--- src/rtl/pipe_pkg.sv ---
`default_nettype none
// ============================================================================
// Module  : pipe_pkg
// Brief   : Shared pipeline-slot record, forward-select encodings and the
//           producer-match helper used by the hazard controller.
// Revision: 1.0 - initial release
// ============================================================================
package pipe_pkg;

  // Slot register addresses are stored at this fixed width; narrower
  // architectural addresses are zero-extended into it.
  localparam int SLOT_AW = 8;

  // Operand source select for the instruction currently in EX.
  localparam logic [1:0] FWD_ID    = 2'd0;
  localparam logic [1:0] FWD_EXMEM = 2'd1;
  localparam logic [1:0] FWD_MEMWB = 2'd2;

  typedef struct packed {
    logic               valid;
    logic [SLOT_AW-1:0] rd;
    logic               wr;
    logic               load;
  } slot_t;

  localparam slot_t SLOT_NONE = '0;

  // A slot produces r only if it is a live register write to a nonzero address.
  function automatic logic produces(input slot_t s, input logic [SLOT_AW-1:0] r);
    return s.valid && s.wr && (s.rd == r) && (r != '0);
  endfunction

endpackage
`default_nettype wire

--- src/rtl/pipe_scoreboard.sv ---
`default_nettype none
// ============================================================================
// Module  : pipe_scoreboard
// Brief   : Three-deep EX/MEM/WB slot shift register with bubble insertion
//           into EX and jump kill of the MEM slot.
// Revision: 1.0 - initial release
// ============================================================================
module pipe_scoreboard
  import pipe_pkg::*;
(
  input  logic  clk,
  input  logic  rst,
  input  logic  issue,
  input  slot_t issue_slot,
  input  logic  kill,
  output slot_t s0,
  output slot_t s1,
  output slot_t s2
);

  slot_t r_s0, r_s1, r_s2;

  // Advance the slots every edge; a non-issue cycle becomes a bubble in EX and
  // a redirecting jump squashes whatever moves from EX into MEM.
  always_ff @(posedge clk or posedge rst) begin
    if (rst) begin
      r_s0 <= SLOT_NONE;
      r_s1 <= SLOT_NONE;
      r_s2 <= SLOT_NONE;
    end else begin
      r_s0 <= issue ? issue_slot : SLOT_NONE;
      r_s1 <= kill  ? SLOT_NONE  : r_s0;
      r_s2 <= r_s1;
    end
  end

  assign s0 = r_s0;
  assign s1 = r_s1;
  assign s2 = r_s2;

endmodule
`default_nettype wire

--- src/rtl/hazard_ctrl.sv ---
`default_nettype none
// ============================================================================
// Module  : hazard_ctrl
// Brief   : Decode-stage hazard detection, forward select generation, jump
//           flush control and saturating stall/flush performance counters.
// Revision: 1.0 - initial release
// ============================================================================
module hazard_ctrl
  import pipe_pkg::*;
#(
  parameter int REG_AW    = 5,
  parameter int FWD_EN    = 1,
  parameter int RF_BYPASS = 0,
  parameter int CNT_W     = 32
) (
  input  logic              clk,
  input  logic              rst,
  input  logic              id_valid,
  input  logic [REG_AW-1:0] id_rs1,
  input  logic [REG_AW-1:0] id_rs2,
  input  logic              id_rs1_used,
  input  logic              id_rs2_used,
  input  logic [REG_AW-1:0] id_rd,
  input  logic              id_reg_write,
  input  logic              id_is_load,
  input  logic              jump_taken,
  input  logic              cnt_clr,
  output logic              stall,
  output logic              flush_if_id,
  output logic              flush_id_ex,
  output logic              flush_ex_mem,
  output logic [1:0]        fwd_a_sel,
  output logic [1:0]        fwd_b_sel,
  output logic [CNT_W-1:0]  stall_cnt,
  output logic [CNT_W-1:0]  flush_cnt
);

  localparam bit FWD   = (FWD_EN != 0);
  localparam bit NOBYP = (RF_BYPASS == 0);
  localparam logic [CNT_W-1:0] CNT_ONE = CNT_W'(1);

  logic [SLOT_AW-1:0] w_rs1, w_rs2;
  logic               w_live1, w_live2, w_haz1, w_haz2, w_issue;
  slot_t              w_issue_slot, w_s0, w_s1, w_s2;
  logic [1:0]         w_sel_a, w_sel_b, r_fwd_a, r_fwd_b;
  logic [CNT_W-1:0]   r_stall_cnt, r_flush_cnt;
  logic               w_unused;

  // With forwarding only a load in EX (data not ready) or a write-back the
  // register file cannot bypass blocks issue; without it every in-flight
  // producer does.
  function automatic logic src_hazard(input logic live, input logic [SLOT_AW-1:0] r,
                                      input slot_t s0, input slot_t s1, input slot_t s2);
    logic h;
    if (FWD) h = (produces(s0, r) && s0.load) || (NOBYP && produces(s2, r));
    else     h = produces(s0, r) || produces(s1, r) || (NOBYP && produces(s2, r));
    return live && h;
  endfunction

  // The youngest producer wins: EX/MEM result before MEM/WB write data.
  function automatic logic [1:0] fwd_pick(input logic live, input logic [SLOT_AW-1:0] r,
                                          input slot_t s0, input slot_t s1);
    logic [1:0] sel;
    sel = FWD_ID;
    if (live) begin
      if (produces(s0, r) && !s0.load) sel = FWD_EXMEM;
      else if (produces(s1, r))        sel = FWD_MEMWB;
    end
    return sel;
  endfunction

  assign w_rs1   = SLOT_AW'(id_rs1);
  assign w_rs2   = SLOT_AW'(id_rs2);
  assign w_live1 = id_valid && id_rs1_used && (id_rs1 != '0);
  assign w_live2 = id_valid && id_rs2_used && (id_rs2 != '0);

  assign w_issue_slot.valid = 1'b1;
  assign w_issue_slot.rd    = SLOT_AW'(id_rd);
  assign w_issue_slot.wr    = id_reg_write;
  assign w_issue_slot.load  = id_is_load;

  // Hazard compare, stall/flush decision and next forward selects.
  always_comb begin
    w_haz1  = src_hazard(w_live1, w_rs1, w_s0, w_s1, w_s2);
    w_haz2  = src_hazard(w_live2, w_rs2, w_s0, w_s1, w_s2);
    stall   = id_valid && !jump_taken && (w_haz1 || w_haz2);
    w_issue = id_valid && !jump_taken && !(w_haz1 || w_haz2);
    w_sel_a = FWD_ID;
    w_sel_b = FWD_ID;
    if (FWD && w_issue) begin
      w_sel_a = fwd_pick(w_live1, w_rs1, w_s0, w_s1);
      w_sel_b = fwd_pick(w_live2, w_rs2, w_s0, w_s1);
    end
  end

  assign flush_if_id  = jump_taken;
  assign flush_id_ex  = jump_taken;
  assign flush_ex_mem = jump_taken;

  pipe_scoreboard u_sb (
    .clk        (clk),
    .rst        (rst),
    .issue      (w_issue),
    .issue_slot (w_issue_slot),
    .kill       (jump_taken),
    .s0         (w_s0),
    .s1         (w_s1),
    .s2         (w_s2)
  );

  // Forward selects follow the instruction into EX; a bubble clears them.
  always_ff @(posedge clk or posedge rst) begin
    if (rst) begin
      r_fwd_a <= FWD_ID;
      r_fwd_b <= FWD_ID;
    end else begin
      r_fwd_a <= w_sel_a;
      r_fwd_b <= w_sel_b;
    end
  end

  // Saturating event counters; a clear request beats a same-cycle increment.
  always_ff @(posedge clk or posedge rst) begin
    if (rst) begin
      r_stall_cnt <= '0;
      r_flush_cnt <= '0;
    end else if (cnt_clr) begin
      r_stall_cnt <= '0;
      r_flush_cnt <= '0;
    end else begin
      if (stall && (r_stall_cnt != '1))      r_stall_cnt <= r_stall_cnt + CNT_ONE;
      if (jump_taken && (r_flush_cnt != '1)) r_flush_cnt <= r_flush_cnt + CNT_ONE;
    end
  end

  assign fwd_a_sel = r_fwd_a;
  assign fwd_b_sel = r_fwd_b;
  assign stall_cnt = r_stall_cnt;
  assign flush_cnt = r_flush_cnt;

  // Load flags of MEM and WB never influence hazards or forwarding.
  assign w_unused = ^{w_s1.load, w_s2.load};

endmodule
`default_nettype wire

--- config.mk ---
export PLATFORM = sky130hd
export DESIGN_NAME = hazard_ctrl
export DESIGN_NICKNAME = d
export VERILOG_FILES = /design/src/rtl/pipe_pkg.sv /design/src/rtl/pipe_scoreboard.sv /design/src/rtl/hazard_ctrl.sv
export SDC_FILE = /design/constraint.sdc
export NUM_CORES = 1
export LEC_CHECK = 0
export ABC_AREA = 1
export ABC_CLOCK_PERIOD_IN_PS = 3800
export CORE_MARGIN = 3
export CORE_UTILIZATION = 57
export DETAILED_ROUTE_END_ITERATION = 7
export PLACE_DENSITY_LB_ADDON = 0.12
export SLEW_MARGIN = 20
export SYNTH_ARGS = -nofsm -noshare
export SYNTH_HDL_FRONTEND = slang
export SYNTH_HIERARCHICAL = 1
export SYNTH_SLANG_ARGS = --single-unit
--- constraint.sdc ---
create_clock -name clk -period 3.8 [get_ports clk]
set_input_delay 0.57 -clock clk [delete_from_list [all_inputs] [get_ports clk]]
set_output_delay 0.57 -clock clk [all_outputs]
set_load 0.1 [all_outputs]
==> run metrics <==
status finished clean; final setup fails 0; Critical Path Sink Type output pin; synthesized area per cell 7.16 um2; Startpoint Class input pin; count of pins over their slew limit 0; kind of critical path input pin to output pin; Crit-path slowest cell clkdlybuf4s50_1; worst slew pin tran 0.995 ns; fmax 330 MHz; clk root buf clkbuf_8; vias in the first global route 5,607; initial antenna violation count 0; gr usage total 0.273; crit path max fanout 6; GRT overflow 0; hold_buf cts 0; via count 5,813; Core Rows 37; Setup Fix Bufs, Post-CTS 0; Post-Syn Instances 848; IO Count 96; busiest grt layer met2; DP HPWL between 10,000 and 15,000 um; Power Dens Cells between 200 and 300 nW/um2; later-pin clock latency in the skew report 0.37 ns; Nets a little under 1,000; RSZ-0062 raised after global routing no; clock sinks 99; Cell Area, Synth 6070 um2; number of fill cells 868; Core ar. 10,300 um2; cts repair resizes 0; worst hold path type register to register; fin crit share 0.798; Worst EP required 3.23 ns; Layout area overhead 20.1%; launching point of the worst reg2reg path flush_cnt[0]; Critical Path, Cell by Cell clkdlybuf4s50_1 > inv_1 > nand4_1 > nand3_1 > nor3_1 > a21oi_1 > nor2_1 > o21a_1 > buf_12; Die ar. 11,900 um2; maxcap violations 0; CTS buffer count 9; final setup skew 0.0116 ns; # DRC 0; R2R Path End flush_cnt[12]; crit-path max cell delay 0.56 ns; drt wl/cell 14.4 um; depth of the CTS H-tree 3; endpoints failing hold 0; Hold Crit Endpoint u_sb/s2[10]; CP delay by family, top buffers and inverters; Multi-input gate area 3020 um2; CP Depth 9; Setup Total Neg Slack 0 ns; grt met3 use 0.0539; Register-to-Register Path Depth 10; CTS tree yes; M1 GR Usage 0.352; peak supply drop about 0.23 mV; Slew HR 0.334; first-pass detailed-route iteration total 5; placed insts 1,066; vias per cell between 5 and 6; Pleak approximately 3.3 nW; register area 2480 um2; first-pass GRT wire length 25,900 um; Total Wirelength around 16,000 um; CP arrival 2.46 ns; Port-buffer cells 95; yosys warns 6; grt met2 use 0.471; fin crit period 3.03 ns; Initial Util 0.588; Die W between 100 and 150 um; largest net degree at the start of global routing 40; R2R setup slack about 1.2 ns; clock slew at reported path FFs 0.08 ns; HP Start u_sb/s1[10]; Max Buffers Root-to-Sink 2; GPL Wtd Cong between 0.9 and 1; hold depth 0; 1st-iter DRT viols 440; Layout Cells excl Fill 1,080; ant diodes 0; ANT nets after route 0; Die Y 109 um; crit path buf inv count 3; fraction of layout cells with a size suffix above 1 0.0752
-- worst max path at each step --
| stage | startpoint | endpoint | slack, ns |
|---|---|---|---|
| 6_report | id_rs1[4] | stall | 0.77 |
| 5_1_grt | id_rs1[4] | stall | 0.65 |
| 4_1_cts | id_rs1[4] | stall | 0.79 |
| 3_5_place_dp | id_rs1[4] | stall | 0.80 |
| 3_3_place_gp | id_rs1[0] | stall | 0.83 |
| 2_1_floorplan | id_rs1[0] | stall | 1.14 |
-- registers in the layout, summed over array words and instances, names as in the netlist --
register	cells
fwd_a_sel	2
u_sb/s0	11
flush_cnt	32
stall_cnt	32
fwd_b_sel	2
u_sb/s1	10
u_sb/s2	10
-- routing by layer --
| metal | routed length, um | vias to the layer above |
|---|---|---|
| met3 | 1010 | 24 |
| met2 | 7720 | 214 |
| met1 | 6560 | 2706 |
| met4 | 248 | 0 |
| li1 | - | 2869 |
| met5 | 0 | - |
-- placed cells by master, fill, tap and decap left out, drive strengths merged, types with 2 or more instances in the layout --
| cell | instances |
|---|---|
| a21oi | 16 |
| buf | 11 |
| clkbuf | 12 |
| clkdlybuf4s50 | 91 |
| conb | 4 |
| dfrtp | 99 |
| ha | 2 |
| inv | 116 |
| nand2 | 244 |
| nand3 | 68 |
| nand4 | 22 |
| nor2 | 122 |
| nor3 | 43 |
| nor3b | 2 |
| nor4 | 9 |
| o211ai | 3 |
| o21a | 2 |
| o21ai | 27 |
| o31ai | 5 |
| xnor2 | 10 |
| xor2 | 29 |
-- cell type report --
type / count / share of cell area
sequential: 99 / 0.340
inverter: 116 / 0.0597
clock inverter: 2 / 0.00515
multi-input combinational: 613 / 0.414
tap: 136 / 0.0233
timing repair buffer: 102 / 0.138
clock buffer: 12 / 0.0199
-- per-stage QoR --
| step | setup WS [ns] | hold slack, ns | utilization | cell area [um2] | power, mW |
|---|---|---|---|---|---|
| detailed placement | 0.801 | 0.363 | 0.688 | 7110 | 1.34 |
| floorplan | 1.14 | 0.354 | - | 6080 | 1.27 |
| finish | 0.769 | 0.383 | 0.706 | 7290 | 1.98 |
| global route | 0.653 | 0.391 | 0.706 | 7290 | 2.07 |
| CTS | 0.786 | 0.383 | 0.706 | 7290 | 2.01 |
| global placement | 0.833 | 0.355 | 0.688 | 7110 | 1.34 |
-- power by group --
part	internal (mW)	switching, mW
registers	1.07	0.0161
logic	0.0680	0.169
clock network	0.316	0.347
total	1.45	0.532
Note: power is estimated with default switching activity, not from simulation.
